==> src/rtl/hprb_source_pkg.sv <==
// Shared definitions for the probe source: field size defaults, on/off
// levels, the debounce default and the FSM state encoding.
package hprb_source_pkg;

  localparam int NS_ADDRESS_SIZE = 4;
  localparam int NS_DATA_SIZE    = 8;
  localparam int NS_REDUN_SIZE   = 4;
  localparam int NS_REQ_CKS      = 3;

  localparam logic NS_ON  = 1'b1;
  localparam logic NS_OFF = 1'b0;

  localparam logic [31:0] MSG_CNT_MAX = 32'hFFFF_FFFF;

  typedef enum logic [2:0] {
    ST_INIT = 3'd0,
    ST_LOAD = 3'd1,
    ST_REQ  = 3'd2,
    ST_REL  = 3'd3,
    ST_DONE = 3'd4
  } hprb_state_t;

endpackage

==> src/rtl/hprb_source_if.sv <==
// Four-phase send channel: request plus message fields out, acknowledge back.
interface hprb_source_if
  import hprb_source_pkg::*;
#(
  parameter int ASZ = NS_ADDRESS_SIZE,
  parameter int DSZ = NS_DATA_SIZE,
  parameter int RSZ = NS_REDUN_SIZE
);

  logic           req_out;
  logic           ack_in;
  logic [ASZ-1:0] src;
  logic [ASZ-1:0] dst;
  logic [DSZ-1:0] dat;
  logic [RSZ-1:0] red;

  modport master (output req_out, src, dst, dat, red, input ack_in);
  modport slave  (input req_out, src, dst, dat, red, output ack_in);

endinterface

==> src/rtl/hprb_source_calc_redun.sv <==
// Redundancy over a message: bits of {src, dst, dat} (LSB = bit 0) are
// XOR-folded into RSZ columns, bit i landing in column i mod RSZ. The
// receiving sink recomputes the same fold.
module calc_redun #(
  parameter int ASZ = 4,
  parameter int DSZ = 8,
  parameter int RSZ = 4
) (
  input  logic [ASZ-1:0] src,
  input  logic [ASZ-1:0] dst,
  input  logic [DSZ-1:0] dat,
  output logic [RSZ-1:0] red
);

  localparam int W = 2*ASZ + DSZ;

  logic [W-1:0] word;

  assign word = {src, dst, dat};

  // fold the message word into RSZ parity columns
  always_comb begin
    red = '0;
    for (int i = 0; i < W; i++) begin
      red[i % RSZ] = red[i % RSZ] ^ word[i];
    end
  end

endmodule

==> src/rtl/hprb_source.sv <==
// Probe message source: sends an incrementing data sequence over a
// four-phase req/ack channel, optionally stopping after NUM_MSGS messages.
// Optional feature macro: HPRB_SOURCE_ACK_DEBOUNCE_EN (ack must be stable
// for ACK_CKS cycles before it is believed). Default build registers the
// ack once.
//
// state | meaning
// INIT  | one cycle after reset release, raises gch_ready
// LOAD  | latch src/dst/dat/red for the next message
// REQ   | req high, waiting for qualified ack high
// REL   | req low, waiting for qualified ack low, then advance counters
// DONE  | NUM_MSGS sent, terminal until reset
module hprb_source
  import hprb_source_pkg::*;
#(
  parameter int MY_LOCAL_ADDR = 0,
  parameter int PRB_DST_ADDR  = 0,
  parameter int ASZ           = NS_ADDRESS_SIZE,
  parameter int DSZ           = NS_DATA_SIZE,
  parameter int RSZ           = NS_REDUN_SIZE,
  parameter int FIRST_DAT     = 0,
  parameter int NUM_MSGS      = 0,
  parameter int ACK_CKS       = NS_REQ_CKS
) (
  input  logic          gch_clk,
  input  logic          gch_reset,
  output logic          gch_ready,
  output logic          done,
  hprb_source_if.master snd0
);

`ifdef HPRB_SOURCE_ACK_DEBOUNCE_EN
  localparam bit DEBOUNCE_EN = 1'b1;
`else
  localparam bit DEBOUNCE_EN = 1'b0;
`endif

  // Without debounce the qualifier degenerates to a single register stage.
  localparam int QUAL_CKS = (DEBOUNCE_EN && ACK_CKS > 1) ? ACK_CKS : 1;
  localparam int CW       = $clog2(QUAL_CKS + 1);

  localparam logic [ASZ-1:0] SRC_ADDR  = ASZ'(MY_LOCAL_ADDR);
  localparam logic [ASZ-1:0] DST_ADDR  = ASZ'(PRB_DST_ADDR);
  localparam logic [DSZ-1:0] DAT_START = DSZ'(FIRST_DAT);
  localparam logic [31:0]    MSG_LIMIT = 32'(NUM_MSGS);

  hprb_state_t    state;
  logic           ack_q;
  logic [CW-1:0]  stab_cnt;
  logic [DSZ-1:0] dat_cnt;
  logic [31:0]    msg_cnt;
  logic [31:0]    msg_cnt_inc;
  logic [RSZ-1:0] red_next;

  calc_redun #(.ASZ(ASZ), .DSZ(DSZ), .RSZ(RSZ)) u_calc_redun (
    .src (SRC_ADDR),
    .dst (DST_ADDR),
    .dat (dat_cnt),
    .red (red_next)
  );

  assign msg_cnt_inc = msg_cnt + 32'd1;

  // qualify ack: adopt a new level only after QUAL_CKS consecutive samples
  always_ff @(posedge gch_clk or negedge gch_reset) begin
    if (!gch_reset) begin
      ack_q    <= NS_OFF;
      stab_cnt <= '0;
    end else if (snd0.ack_in == ack_q) begin
      stab_cnt <= '0;
    end else if (stab_cnt == CW'(QUAL_CKS - 1)) begin
      ack_q    <= snd0.ack_in;
      stab_cnt <= '0;
    end else begin
      stab_cnt <= stab_cnt + 1'b1;
    end
  end

  // message sequencing FSM with registered channel outputs
  always_ff @(posedge gch_clk or negedge gch_reset) begin
    if (!gch_reset) begin
      state        <= ST_INIT;
      gch_ready    <= NS_OFF;
      done         <= NS_OFF;
      snd0.req_out <= NS_OFF;
      snd0.src     <= '0;
      snd0.dst     <= '0;
      snd0.dat     <= '0;
      snd0.red     <= '0;
      dat_cnt      <= DAT_START;
      msg_cnt      <= '0;
    end else begin
      case (state)
        ST_INIT: begin
          gch_ready <= NS_ON;
          state     <= ST_LOAD;
        end
        ST_LOAD: begin
          snd0.src     <= SRC_ADDR;
          snd0.dst     <= DST_ADDR;
          snd0.dat     <= dat_cnt;
          snd0.red     <= red_next;
          snd0.req_out <= NS_ON;
          state        <= ST_REQ;
        end
        ST_REQ: begin
          if (ack_q) begin
            snd0.req_out <= NS_OFF;
            state        <= ST_REL;
          end
        end
        ST_REL: begin
          if (!ack_q) begin
            dat_cnt <= dat_cnt + 1'b1;
            if (msg_cnt != MSG_CNT_MAX) msg_cnt <= msg_cnt_inc;
            if (MSG_LIMIT != 32'd0 && msg_cnt_inc == MSG_LIMIT) begin
              done  <= NS_ON;
              state <= ST_DONE;
            end else begin
              state <= ST_LOAD;
            end
          end
        end
        ST_DONE: begin
          snd0.req_out <= NS_OFF;
          done         <= NS_ON;
        end
        default: state <= ST_INIT;
      endcase
    end
  end

endmodule
==> src/flat_wrapper.sv <==
// flat-port wrapper written by rule: the top's interface ports become plain ports
module hprb_source_flat import hprb_source_pkg::*;
#(
  parameter int MY_LOCAL_ADDR = 0,
  parameter int PRB_DST_ADDR  = 0,
  parameter int ASZ           = NS_ADDRESS_SIZE,
  parameter int DSZ           = NS_DATA_SIZE,
  parameter int RSZ           = NS_REDUN_SIZE,
  parameter int FIRST_DAT     = 0,
  parameter int NUM_MSGS      = 0,
  parameter int ACK_CKS       = NS_REQ_CKS
)
  (gch_clk, gch_reset, gch_ready, done, snd0_req_out, snd0_src, snd0_dst, snd0_dat, snd0_red, snd0_ack_in);
  hprb_source_if #(.ASZ(ASZ), .DSZ(DSZ), .RSZ(RSZ)) snd0_i ();
  input  logic gch_clk;
  input  logic gch_reset;
  output logic gch_ready;
  output logic done;
  output wire logic [$bits(snd0_i.req_out)-1:0] snd0_req_out;
  output wire logic [$bits(snd0_i.src)-1:0] snd0_src;
  output wire logic [$bits(snd0_i.dst)-1:0] snd0_dst;
  output wire logic [$bits(snd0_i.dat)-1:0] snd0_dat;
  output wire logic [$bits(snd0_i.red)-1:0] snd0_red;
  input wire logic [$bits(snd0_i.ack_in)-1:0] snd0_ack_in;
  assign snd0_req_out = snd0_i.req_out;
  assign snd0_src = snd0_i.src;
  assign snd0_dst = snd0_i.dst;
  assign snd0_dat = snd0_i.dat;
  assign snd0_red = snd0_i.red;
  assign snd0_i.ack_in = snd0_ack_in;
  hprb_source #(.MY_LOCAL_ADDR(MY_LOCAL_ADDR), .PRB_DST_ADDR(PRB_DST_ADDR), .ASZ(ASZ), .DSZ(DSZ), .RSZ(RSZ), .FIRST_DAT(FIRST_DAT), .NUM_MSGS(NUM_MSGS), .ACK_CKS(ACK_CKS)) u_core (.gch_clk(gch_clk), .gch_reset(gch_reset), .gch_ready(gch_ready), .done(done), .snd0(snd0_i));
endmodule
==> config.mk <==
export PLATFORM = sky130hd
export DESIGN_NAME = hprb_source_flat
export DESIGN_NICKNAME = d
export VERILOG_FILES = /design/src/rtl/hprb_source_pkg.sv /design/src/rtl/hprb_source_if.sv /design/src/rtl/hprb_source_calc_redun.sv /design/src/rtl/hprb_source.sv /design/src/flat_wrapper.sv
export SDC_FILE = /design/constraint.sdc
export NUM_CORES = 1
export LEC_CHECK = 0
export ABC_AREA = 1
export CORE_MARGIN = 4
export CORE_UTILIZATION = 49
export DETAILED_ROUTE_END_ITERATION = 10
export PLACE_DENSITY_LB_ADDON = 0.05
export SETUP_SLACK_MARGIN = 0.1
export SLEW_MARGIN = 25
export SYNTH_ARGS = -nofsm -noshare
export SYNTH_HDL_FRONTEND = slang
export SYNTH_SLANG_ARGS = --single-unit
==> constraint.sdc <==
create_clock -name gch_clk -period 1.52 [get_ports gch_clk]
set_input_delay 0.456 -clock gch_clk [delete_from_list [all_inputs] [get_ports gch_clk]]
set_output_delay 0.456 -clock gch_clk [all_outputs]
set_load 0.05 [all_outputs]
=== After elaboration in Yosys (flattened, before gate mapping) ===
Cells that the tools add are included.

* Register bits: 28
* Bits of input ports: 3

* $add $sub $neg: 2
* Equality and inequality tests: 7
* Muxes and demuxes: 7
* Bitwise gates (word level): 8
* Reductions and logical operators: 6

{| class="wikitable"
|+ Operator list
! cell !! count
|-
| 3-bit one-hot mux with 5 select lines || 1
|-
| 8-bit by 1-bit adder with 8-bit output (second input constant) || 1
|-
| 3-bit by 2-bit == test with 1-bit output (second input constant) || 2
|-
| 3-bit two-way mux || 2
|-
| 2-bit AND reduction || 3
|-
| 1-bit inverter || 4
|-
| 1-bit bitwise XOR || 4
|-
| 3-bit by 1-bit == test with 1-bit output (second input constant) || 1
|-
| 3-bit == test (second input constant) || 1
|-
| 3-bit zero test || 1
|-
| 1-bit two-way mux || 3
|-
| 1-bit one-hot mux with 3 select lines || 1
|-
| 3-bit AND reduction || 1
|-
| 3-bit nonzero test || 1
|-
| 2-bit by 1-bit != test with 1-bit output (second input constant) || 1
|-
| 2-bit != test (second input constant) || 1
|-
| 1-bit adder (second input constant) || 1
|-
| 1-bit == test || 1
|}

=== Longest topological paths before layout ===
Gate-level depths: netlist of run 1.

* Depth in word-level cells: 3
* Mapped depth: 7
* Depth with buffers taken out: 7

=== By module ===
From an unflattened synthesis of run 1, not the netlist that was laid out.

* Cells, all modules: 173
* Area, all modules: 1435.1 um^2

{| class="wikitable"
|+ Modules (own cells, without submodules)
! module !! times used !! cells each !! area each (um^2) !! seq. area each (um^2)
|-
| hprb_source || 1 || 113 || 1179.9 || 625.6
|-
| calc_redun || 1 || 60 || 255.2 || 0.0
|}

=== Least setup slack after synthesis of run 1 ===
OpenSTA, ideal clock, no wires.

* Path kind: reg-to-reg
* From: register u_core.state[0]
* To: register u_core.dat_cnt[1]
* Setup time: 0.125 ns
* Data arrival time: 1.089 ns
* Required time: 1.395 ns
* Setup slack: 0.306 ns
* Stages on the path, launching flop included: 4
* Path buffers: 0
* Cells stage by stage: dfrtp_1 ha_1 nand2_1 mux2_2

* Word-level cells in the longest chain between the ends: 2

{| class="wikitable"
|+ RTL lines
! what !! line !! RTL
|-
| start: declaration || hprb_source.sv:47 || <nowiki>hprb_state_t state;</nowiki>
|-
| start signal: assignment || hprb_source.sv:82 || <nowiki>state <= ST_INIT;</nowiki>
|-
| start signal: assignment || hprb_source.sv:96 || <nowiki>state <= ST_LOAD;</nowiki>
|-
| start signal: assignment || hprb_source.sv:104 || <nowiki>state <= ST_REQ;</nowiki>
|-
| 3-bit by 2-bit == test with 1-bit output || hprb_source.sv:93 || <nowiki>case (state)</nowiki>
|-
| 2-bit AND reduction (no source line) || n/a ||
|-
| end signal: assignment || hprb_source.sv:114 || <nowiki>dat_cnt <= dat_cnt + 1'b1;</nowiki>
|-
| end: declaration || hprb_source.sv:50 || <nowiki>logic [DSZ-1:0] dat_cnt;</nowiki>
|}

No other way between the ends.
A chain may end at the register's enable or synchronous reset.

=== Worst setup path after layout of run 1 ===
* From: register u_core.snd0.dat[5]
* To: output snd0_dat[5]

{| class="wikitable"
|+ RTL lines
! what !! line !! RTL
|-
| start: declaration || hprb_source_if.sv:17 || <nowiki>modport master (output req_out, src, dst, dat, red, input ack_in);</nowiki>
|-
| start signal: assignment || hprb_source.sv:101 || <nowiki>snd0.dat <= dat_cnt;</nowiki>
|-
| end: declaration || flat_wrapper.sv:22 || <nowiki>output wire logic [$bits(snd0_i.dat)-1:0] snd0_dat;</nowiki>
|}

No word-level cell between the ends.

==> results of run 1 <==
[state kept, by name, indices dropped and copies added, names as in the netlist]
signal / cells
u_core.dat_cnt: 8
u_core.snd0.dat: 8
u_core.snd0.red: 4
u_core.state: 2
u_core.ack_q: 1
u_core.gch_ready: 1
u_core.snd0.req_out: 1
[cell usage in the layout (no fill, tap or decap), drive strengths merged]
cell            n
nand2          48
buf            17
xnor2           2
clkinv          1
xor2            2
conb            9
nor2            5
mux2            1
inv            16
ha              6
o21ai          10
nand3           5
a21oi           1
or2             1
clkbuf          3
dfrtp          25
clkdlybuf4s50   2
[cells by family (layout without fill, tap and decap cells)]
group / after synthesis / in the layout / synth area share, %
other cells: 1 / 9 / 0.313
mux: 1 / 1 / 0.938
buf+inv: 27 / 39 / 11.6
flops: 25 / 25 / 52.1
compound gates: 11 / 11 / 4.59
simple gates: 59 / 59 / 21.3
xor+xnor: 4 / 4 / 2.92
fa+ha+maj: 6 / 6 / 6.26
[power by group through the flow]
stage | Sequential, mW | Clock [mW] | Combinational, mW
floorplan | 1.42 | 0 | 0.579
global route | 1.14 | 0.340 | 1.67
detailed placement | 1.13 | 0 | 1.55
finish | 1.11 | 0.296 | 1.56
CTS | 1.11 | 0.301 | 1.56
global placement | 1.12 | 0 | 1.51
[per-layer routing]
layer / routed length, um / vias up / GRT usage (%)
li1: - / 431 / -
met3: 133 / 2 / 2.26
met4: 21 / 0 / 3.97
met5: 0 / - / 0
met2: 869 / 25 / 21.0
met1: 922 / 356 / 17.3
[how the worst min path moves through the flow]
stage                     depth (start not counted)                  to         startpoint  slack [ns]
after global routing                              2  u_core.snd0.dat[4]          gch_reset        0.49
after global placement                            1  u_core.snd0.red[3]  u_core.dat_cnt[7]        0.51
after floorplan                                   0        u_core.ack_q          gch_reset        0.16
final                                             2  u_core.snd0.dat[4]          gch_reset        0.48
after CTS                                         2  u_core.snd0.dat[4]          gch_reset        0.49
after detailed placement                          1  u_core.snd0.red[3]  u_core.dat_cnt[7]        0.52
[stage by stage]
stage / hold WS [ns] / worst slack [ns] / instances / area [um2]
finish: 0.485 / 0.147 / 182 / 1540
global route: 0.487 / 0.0982 / 182 / 1540
CTS: 0.494 / 0.126 / 181 / 1530
detailed placement: 0.516 / 0.207 / 177 / 1500
global placement: 0.508 / 0.250 / 177 / 1500
floorplan: 0.160 / 0.306 / 142 / 1230
[layout make-up]
type,count,area [um2]
fillers,182,734
flip-flops and latches,25,626
multi-input cells,90,470
repair buffers,19,323
inverters,16,60.1
well taps,28,35.0
clock buffers,3,22.5
clock inverters,1,5.00
[repair_timing]
| action | 4_1_cts | 5_1_grt |
|---|---|---|
| setup endpoints to repair | 0 | 5 |
| hold endpoints to repair | 0 | 0 |
| resized for setup | 0 | 2 |
| setup buffers | 0 | 1 |
==> flow_summary.json, run 1 <==
{
  "worstPathCellList": "buf_12",
  "cts-root-to-sink-buffers": 2,
  "place.detailed.hpwl_mm": 1.52,
  "synth-edff-count": 0,
  "max_stage_delay_ns": 0.44,
  "finalClockSkew_ns": 0.00125,
  "yosys.area.top_type_share_pct": 52.1,
  "largest_voltage_drop_on_the_vdd_net_v": 0.00138,
  "groute.usage.overall_pct": 12.8,
  "rows": 17,
  "hold_class": "input port to async pin",
  "cts_buffers": 3,
  "intPower_mw": 1.66,
  "netlist-cell-type-count": 18,
  "detailroute.via_count": 814,
  "worst_setup_hold_path_clk_slew_ns": 0.13,
  "die_h_um": 57.5,
  "timing.critical_path.from_type": "flip-flop",
  "share_of_final_layout_standard_cells_stronger_than_drive_strength_1_pct": 19.5,
  "route.detailed.vias_per_inst": 4.47,
  "initial_standard_cell_utilization_of_the_core_pct": 52.7,
  "grt-ovfl-total": 0,
  "grt_pass1_wl_mm": 3.33,
  "setup_viol_count_final": 0,
  "worstSetupPathDepth": 1,
  "tritoncts": "done",
  "postSynth.topFlopCell": "sky130_fd_sc_hd__dfrtp_1",
  "final_util_pct": 67.7,
  "crit_end": "snd0_dat[5]",
  "worst_setup_path_end_kind": "output pin",
  "antenna_cells_inserted": 0,
  "switching_share_pct": 44.2,
  "syn_to_final_growth_pct": 28.5,
  "cts.htree.levels": 1,
  "max_freq_ghz": 0.729,
  "yosysWarningCount": 0,
  "final.period_utilization_pct": 90.3,
  "drt-wirelength-per-cell_um": 10.7,
  "timing.final.hold_violations": 0,
  "clock_power_share_pct": 10.0,
  "io_pins": 26,
  "syn_inst": 134,
  "post-layout-total-power_mw": 2.97,
  "hold_buffers": 0,
  "synth_common_cells": "sky130_fd_sc_hd__nand2_1 (48), sky130_fd_sc_hd__dfrtp_1 (25), sky130_fd_sc_hd__inv_1 (15)",
  "port_buffers": 16,
  "detail_route.drc_violations": 0,
  "design.die.area_mm2": 0.00330,
  "timing.reg2reg.worst_path_depth": 6,
  "outcome": "finished, final reports clean",
  "die_x_um": 57.5,
  "crit-reg2reg-launch": "u_core.state[1]",
  "critical_path_peak_fanout": 2,
  "final_max_slew_viol_count": 0,
  "library_cell_with_the_highest_instance_count_after_synthesis": "sky130_fd_sc_hd__nand2_1",
  "synth-seq-area-share_pct": 52.1,
  "reg2reg_slack_ns": 0.21,
  "dr.first_iter.drc_count": 9,
  "gp_routability_congestion": 0.739,
  "worst_ep_arrival_time_ns": 0.92,
  "synth_area_leader_cell": "sky130_fd_sc_hd__dfrtp_1",
  "crit_buf_inv": 1,
  "critical_path.slowest_cell": "sky130_fd_sc_hd__dfrtp_1",
  "rsz0062_at_grt": "yes",
  "postRouteAntennaNets": 0,
  "worst_setup_path_startpoint": "u_core.snd0.dat[5]",
  "clk_latency_ns": 0.32,
  "p_sw_mw": 1.31,
  "vias_in_the_first_global_route": 762,
  "post-route-min-period_ns": 1.37,
  "setup_total_negative_slack_ns": 0,
  "cpLargestDelayFamily": "flip-flops",
  "finalWirelength_mm": 1.95,
  "synth_seq_cells": 25,
  "pwr_density_cell_mw_per_mm2": 1930,
  "total_clock_sinks": 25,
  "post_synthesis_area_per_instance_um2": 8.95,
  "final_nets": 164,
  "clock_tree.root_cell": "sky130_fd_sc_hd__clkbuf_4",
  "static-leakage-power_nw": 0.804,
  "antenna_found_initial": 0,
  "synthTopCellsByArea": "sky130_fd_sc_hd__dfrtp_1 (52%), sky130_fd_sc_hd__nand2_1 (15%), sky130_fd_sc_hd__buf_4 (6.3%), sky130_fd_sc_hd__ha_1 (6.3%), sky130_fd_sc_hd__inv_1 (4.7%)",
  "pwr-share-seq_pct": 37.3,
  "regToRegEndpoint": "u_core.snd0.red[0]",
  "design.core.area_mm2": 0.00228,
  "grt_max_degree": 26,
  "combPwrFrac_pct": 52.7,
  "drt-pass1-iter-count": 2,
  "cap_viol_max_count": 0,
  "critPathKind": "flip-flop to output pin",
  "netlist_area_mm2": 0.00120,
  "proportion_of_synthesized_flip_flops_having_asynchronous_set_or_reset_pct": 100,
  "data_required_time_of_the_critical_path_ns": 1.06
}
No activity file was read; power rests on OpenSTA's default activity.
==> inputs of run 2 (changes only) <==
CORE_UTILIZATION = 25   (was 49)
==> flow_summary.json, run 2 (same netlist as run 1, synthesis figures left out) <==
{
  "mostFrequentLayoutCells": "sky130_fd_sc_hd__nand2_1 (48), sky130_fd_sc_hd__dfrtp_1 (24), sky130_fd_sc_hd__inv_1 (15), sky130_fd_sc_hd__buf_12 (15), sky130_fd_sc_hd__o21ai_0 (10)",
  "grt_pass1_wl_mm": 4.11,
  "port_buffers": 16,
  "drt-wirelength-per-cell_um": 11.0,
  "finalWirelength_mm": 2.23,
  "cts_post_setup_buffers_inserted": 0,
  "vias_in_the_first_global_route": 858,
  "detail_route.drc_violations": 0,
  "syn_to_final_growth_pct": 33.3,
  "timing.reg2reg.worst_path_depth": 3,
  "max_freq_ghz": 0.756,
  "met1_length_mm": 1.12,
  "final_util_pct": 35.5,
  "groute.usage.overall_pct": 8.73,
  "final.period_utilization_pct": 87.0,
  "setup_total_negative_slack_ns": 0,
  "final_nets": 162,
  "critical_path_peak_fanout": 3,
  "critical_path.slowest_cell": "sky130_fd_sc_hd__dfrtp_1",
  "crit_buf_inv": 1,
  "share_of_final_layout_standard_cells_stronger_than_drive_strength_1_pct": 19.1,
  "grt_max_degree": 26,
  "data_required_time_of_the_critical_path_ns": 1.06,
  "grt-ovfl-total": 0,
  "die_x_um": 77.3,
  "design.die.area_mm2": 0.00597,
  "max_stage_delay_ns": 0.43,
  "timing.critical_path.from_type": "flip-flop",
  "post-route-min-period_ns": 1.32,
  "worstPathCellList": "buf_12",
  "design.core.area_mm2": 0.00450,
  "cts_buffers": 3,
  "initial_standard_cell_utilization_of_the_core_pct": 26.6,
  "critPathKind": "flip-flop to output pin",
  "rows": 24,
  "largest_voltage_drop_on_the_vdd_net_v": 0.000494,
  "crit-reg2reg-launch": "u_core.state[0]",
  "dr.max_layer_used": "met4",
  "clk_latency_ns": 0.27,
  "antenna_found_initial": 0,
  "clock_tree.root_cell": "sky130_fd_sc_hd__clkbuf_8",
  "cap_viol_max_count": 0,
  "detailroute.via_count": 828,
  "tritoncts": "done",
  "reg2reg_slack_ns": 0.28,
  "routed-wl-met2_um": 938,
  "finalClockSkew_ns": 0.00792,
  "worst_ep_arrival_time_ns": 0.87,
  "timing.final.hold_violations": 0,
  "route.met3.wl_um": 115,
  "hold_class": "input port to async pin",
  "route.detailed.vias_per_inst": 4.06,
  "setup_viol_count_final": 0,
  "dr.first_iter.drc_count": 33,
  "outcome": "finished, final reports clean",
  "regToRegEndpoint": "u_core.dat_cnt[1]",
  "cpLargestDelayFamily": "flip-flops",
  "layout_commonest_cell": "sky130_fd_sc_hd__nand2_1",
  "final_max_slew_viol_count": 0,
  "place.detailed.hpwl_mm": 1.67,
  "cts.htree.levels": 1,
  "total_clock_sinks": 25,
  "gp_routability_congestion": 0.725,
  "drt-pass1-iter-count": 3,
  "worst_setup_hold_path_clk_slew_ns": 0.09,
  "io_pins": 26,
  "rsz0062_at_grt": "no",
  "static-leakage-power_nw": 0.808,
  "pwr_density_cell_mw_per_mm2": 1920,
  "largestRegisters": "u_core.dat_cnt (8), u_core.snd0.dat (8), u_core.snd0.red (4)",
  "cts-root-to-sink-buffers": 2,
  "die_h_um": 77.3,
  "postRouteAntennaNets": 0,
  "worst_setup_path_end_kind": "output pin",
  "antenna_cells_inserted": 0
}
-- run 2: how the worst max path moves through the flow --
stage,from,to,slack [ns],depth (start not counted)
finish,u_core.snd0.req_out,snd0_req_out,0.20,1
global route,u_core.snd0.req_out,snd0_req_out,0.16,1
CTS,u_core.state[1],u_core.snd0.dat[7],0.18,5
detailed placement,u_core.state[1],u_core.snd0.dat[7],0.008,5
global placement,u_core.state[1],u_core.snd0.dat[0],0.09,5
floorplan,u_core.state[0],u_core.dat_cnt[1],0.31,3
-- run 2: repair_timing --
| item | CTS | global route |
|---|---|---|
| endpoints found under the setup margin | 12 | 11 |
| hold endpoints to repair | 0 | 0 |
| hold buffers | 0 | 0 |
| resized for setup | 1 | 3 |
-- run 2: metal layers --
layer | vias up | track usage (%)
met1 | 378 | 11.4
li1 | 424 | -
met4 | 0 | 4.80
met3 | 5 | 2.22
met2 | 21 | 13.1
met5 | - | 0
-- run 2: cell type report --
class | count | area (um2)
clock buffer | 3 | 41.3
inverter | 16 | 60.1
clock inverter | 1 | 5.00
sequential | 25 | 627
fill | 473 | 2910
timing repair buffer | 17 | 320
multi-input combinational | 90 | 480
tap | 52 | 65.1
-- run 2: through the flow --
stage                     hold WS [ns]  instance area, um2  instances  setup WS, ns  power [mW]
after floorplan                  0.160                1230        142         0.306        2.00
after global placement           0.525                1540        200        0.0867        2.66
after detailed placement         0.522                1540        200       0.00810        2.68
after CTS                        0.535                1590        204         0.180        3.09
after global routing             0.548                1600        204         0.156        3.31
final                            0.525                1600        204         0.197        3.07
-- run 2: power by group --
part / leakage, nW / internal, mW / switching (mW) / total [mW]
clock: 0.0255 / 0.183 / 0.215 / 0.399
combinational: 0.470 / 0.678 / 0.863 / 1.54
sequential: 0.313 / 0.878 / 0.250 / 1.13
